File: src/rtl/counter_100.sv
// Three-digit BCD up/down counter that wraps between 000 and MAX_COUNT.
// Reset clears asynchronously; release is resynchronised so counting resumes on the second edge.
module counter_100 #(
    parameter int MAX_COUNT = 100
) (
    input  logic       CE,
    input  logic       RESET,
    input  logic       REVERSE,
    output logic [3:0] CNT1,
    output logic [3:0] CNT2,
    output logic [3:0] CNT3
);

    localparam logic [11:0] MAX_BCD = {4'(MAX_COUNT / 100),
                                       4'((MAX_COUNT / 10) % 10),
                                       4'(MAX_COUNT % 10)};

    logic [11:0] value_reg;
    logic [11:0] value_next;
    logic [11:0] up_value;
    logic [11:0] down_value;
    logic [2:0]  digit_valid;
    logic [2:0]  is_nine;
    logic [2:0]  is_zero;
    logic        run_reg;
    logic        at_max;
    logic        at_zero;
    logic        out_of_range;

    // Per-digit BCD step: a digit moves only when every lower digit rolls over.
    genvar gi;
    generate
        for (gi = 0; gi < 3; gi++) begin : g_digit
            logic [3:0] digit;
            logic       carry;
            logic       borrow;

            assign digit           = value_reg[gi*4 +: 4];
            assign digit_valid[gi] = (digit <= 4'd9);
            assign is_nine[gi]     = (digit == 4'd9);
            assign is_zero[gi]     = (digit == 4'd0);

            if (gi == 0) begin : g_lsd
                assign carry  = 1'b1;
                assign borrow = 1'b1;
            end else begin : g_upper
                assign carry  = &is_nine[gi-1:0];
                assign borrow = &is_zero[gi-1:0];
            end

            assign up_value[gi*4 +: 4]   = (carry && is_nine[gi]) ? 4'd0
                                         : digit + {3'b000, carry};
            assign down_value[gi*4 +: 4] = (borrow && is_zero[gi]) ? 4'd9
                                         : digit - {3'b000, borrow};
        end
    endgenerate

    // With every digit in 0..9 the packed BCD word orders the same as its decimal value.
    assign at_max       = (value_reg == MAX_BCD);
    assign at_zero      = (value_reg == 12'h000);
    assign out_of_range = !(&digit_valid) || (value_reg > MAX_BCD);

    always_comb begin
        value_next = value_reg;
        if (out_of_range) begin
            value_next = 12'h000;
        end else if (REVERSE) begin
            value_next = at_zero ? MAX_BCD : down_value;
        end else begin
            value_next = at_max ? 12'h000 : up_value;
        end
    end

    always_ff @(posedge CE or negedge RESET) begin
        if (!RESET) begin
            run_reg   <= 1'b0;
            value_reg <= 12'h000;
        end else begin
            run_reg <= 1'b1;
            if (run_reg) begin
                value_reg <= value_next;
            end
        end
    end

    assign CNT1 = value_reg[3:0];
    assign CNT2 = value_reg[7:4];
    assign CNT3 = value_reg[11:8];

endmodule

File: config.mk
export PLATFORM = sky130hd
export DESIGN_NAME = counter_100
export DESIGN_NICKNAME = d
export VERILOG_FILES = /design/src/rtl/counter_100.sv
export SDC_FILE = /design/constraint.sdc
export NUM_CORES = 1
export LEC_CHECK = 0
export ABC_AREA = 1
export BUFFER_PORTS_ARGS = -buffer_cell sky130_fd_sc_hd__buf_2
export CAP_MARGIN = 25
export CORE_UTILIZATION = 57
export DETAILED_ROUTE_END_ITERATION = 6
export PLACE_DENSITY = 0.79
export SLEW_MARGIN = 10
export SYNTH_ARGS = -nofsm -noshare
export SYNTH_HDL_FRONTEND = slang
export SYNTH_SLANG_ARGS = --single-unit
File: constraint.sdc
create_clock -name CE -period 2.1 [get_ports CE]
set_input_delay 0.105 -clock CE [delete_from_list [all_inputs] [get_ports CE]]
set_output_delay 0.105 -clock CE [all_outputs]
set_load 0.01 [all_outputs]
==> qor.csv <==
stage,metric,value,unit
outcome,status,completed,
finish,final_nets,211,
grt,grt_max_degree,14,
routing,routedWlPerCell,12.0,µm
cts,clk_pin_slew,0.09,ns
finish,fillers,193,
routing,drc,0,
timing,finalClockSkew,0.00352,ns
flow_run,drv_cap,0,
cts,cts_made_buffers,3,
cts,insertion_delay,0.28,ns
placed_design,place_congestion,0.924,
cts,cts-root-buf,clkbuf_4,
yosys,syn-num-nets,194,
finish,drive_above_1_share,14.0,%
die,rows,16,
power_and_ir_drop,p_per_area,1440,mW/mm²
timing,slew_viol_final,0,
finish,register_area,325,µm²
finish,stdcell_area,0.00131,mm²
yosys,ys_seq_elements,13,
power_and_ir_drop,p_sw,1.02,mW
timing,period_share,91.8,%
routing,first_pass_iters,4,
die,die_h,47.6,µm
critical_path,cp.required,2.32,ns
finish,layout_common_cells,"73 x nand2_1, 19 x inv_1, 18 x nand3_1",
yosys,syn_avg_cell_area,6.43,µm²
power_and_ir_drop,pwr-share-comb,65.4,%
min_path,min_path_type,in -> async,
power_and_ir_drop,worst_ir_drop_vdd,0.000971,V
yosys,synth_xor_area_share,3.70,%
cts,htree_levels,1,
power_and_ir_drop,p_sw_share,54.0,%
routing,drtIter0Drc,47,
die,die_w,47.6,µm
die,design.core.area,0.00196,mm²
finish,multi_input_area,759,µm²
finish,area_growth_syn_to_layout,10.8,%
yosys,yosysWarnings,0,
yosys,ys_seq_area_share,27.5,%
yosys,synth_mux_area_share,0,%
power_and_ir_drop,p_int,0.869,mW
routing,viasPerCell,5.42,
yosys,synth_cell_type_count,24,
placed_design,place_hpwl,2070,µm
timing,rsz0062_at_grt,false,
finish,final_common_cell,nand2_1,
yosys,synth_top_family_by_area,simple AND/OR/NAND/NOR gates,
placed_design,placed_area,0.00127,mm²
die,start_util,60.3,%
critical_path,worstSetupEndpointType,flip-flop,
routing,drt_wl_total,2730,µm
yosys,synth_compound_area_share,6.66,%
grt,track_usage,26.3,%
yosys,synth_cells,184,
placed_design,portBuffers,14,
yosys,synth_fa_ha_area_share,7.40,%
cts,cts_tree,done,
routing,num_vias,1230,
critical_path,path_class,reg -> reg,
grt,grt_pass1_wl,4250,µm
routing,ant_nets,0,
critical_path,start_kind,flip-flop,
finish,antennaDiodeCount,0,
grt,gr-total-overflow,0,
power_and_ir_drop,leakagePower,0.777,nW
cts,cts_setup_buffers,0,
grt,antenna_found_initial,0,
timing,hold_viol,0,
power_and_ir_drop,clkPwrFrac,8.7,%
yosys,yosys.area_share.simple,45.7,%
cts,cts_sinks,13,
power_and_ir_drop,seqPwrFrac,25.9,%
timing,clock.fmax,519,MHz
yosys,syn_area,0.00118,mm²
timing,setup_tns,0,ns
die,ios,15,
cts,clockBufferDepth,2,
grt,grt_pass1_vias,975,
timing,setup_viol,0,
finish,utilization,66.8,%
die,die-area,0.00226,mm²
timing,layout_min_cycle_time,1.93,ns
finish,largest_register_ffs,12,
critical_path,crit_arrival,2.15,ns
critical_path,cp_max_fo,8,
final timing paths:
| check | startpoint | to | slack, ns | cells after the start |
|---|---|---|---|---|
| setup / recovery | value_reg[0] | value_reg[10] | 0.17 | 13 |
| hold / removal | RESET | value_reg[11] | 0.23 | 2 |
| setup reg to reg | value_reg[0] | value_reg[10] | 0.17 | 13 |
| hold reg to reg | value_reg[11] | value_reg[11] | 0.60 | 2 |
| max in group asynchronous | RESET | value_reg[2] | 1.64 | 2 |
| min in group CE | REVERSE | value_reg[11] | 0.24 | 4 |
critical path: stages (launching register included):
cell,delay (ns)
dfrtp_1,0.51
nand2_1,0.16
nor2_4,0.17
nand2_1,0.13
inv_2,0.08
ha_1,0.17
ha_1,0.17
xor2_1,0.14
nand2_1,0.06
inv_1,0.05
nand2_1,0.04
nand2_1,0.06
nand2_1,0.05
nand2_1,0.07
cell usage after synthesis:
master / instances / area [µm²]
a21oi_4: 1 / 16.3
or2_2: 1 / 6.26
a21oi_1: 2 / 10.0
clkinv_1: 1 / 3.75
buf_6: 1 / 11.3
inv_1: 19 / 71.3
nand3_1: 18 / 90.1
conb_1: 1 / 3.75
nand2_1: 73 / 274
nor2_4: 1 / 11.3
xor2_1: 5 / 43.8
nor2_2: 2 / 12.5
buf_2: 2 / 10.0
a22oi_1: 1 / 7.51
nor3_1: 1 / 5.00
nand2_4: 3 / 33.8
nand4_1: 5 / 31.3
ha_1: 7 / 87.6
clkbuf_1: 1 / 3.75
dfrtp_1: 13 / 325
nor2_1: 15 / 56.3
o21ai_0: 9 / 45.0
nor2_8: 1 / 20.0
inv_2: 1 / 3.75
power groups by stage:
stage	Sequential, mW	Combinational, mW	Clock, mW
3_5_place_dp	0.492	1.22	0
6_report	0.489	1.24	0.165
2_1_floorplan	0.493	0.936	0
5_1_grt	0.503	1.42	0.176
4_1_cts	0.485	1.23	0.166
3_3_place_gp	0.482	1.19	0
routing by layer:
layer	routed length, µm	GRT usage (%)	vias to the layer above
met5	0	0	-
met4	14	5.00	0
met3	118	3.40	2
met2	1350	44.4	35
met1	1250	36.2	581
li1	-	-	612
cell families (layout without fill, tap and decap cells):
| family | count (synthesis) | count (layout) |
|---|---|---|
| adders and majority gates | 7 | 7 |
| buffers and inverters | 25 | 41 |
| and+or+nand+nor | 120 | 120 |
| AOI/OAI and AO/OA | 13 | 13 |
| xor gates and xnor gates | 5 | 5 |
| DFF | 13 | 13 |
| other | 1 | 1 |
through the flow:
stage | hold slack [ns] | setup slack (ns) | cells | total power [mW]
4_1_cts | 0.231 | 0.139 | 227 | 1.88
3_3_place_gp | 0.00962 | 0.296 | 222 | 1.67
2_1_floorplan | -0.191 | 0.337 | 184 | 1.43
5_1_grt | 0.267 | 0.00812 | 227 | 2.10
6_report | 0.235 | 0.172 | 227 | 1.89
3_5_place_dp | 0.0115 | 0.165 | 222 | 1.72
repair_timing:
item,4_1_cts,5_1_grt
endpoints found under the hold margin,13,0
resized for setup,0,1
setup endpoints to repair,0,1
hold buffers,1,0
area by class of cell:
class                   instances  share of cell area [%]
well taps                      27                    2.58
inverters                      21                    6.01
multi-input cells             146                    57.9
clock buffers                   4                    2.00
flip-flops and latches         13                    24.8
repair buffers                 16                    6.68
No activity file was read; power rests on OpenSTA's default activity.
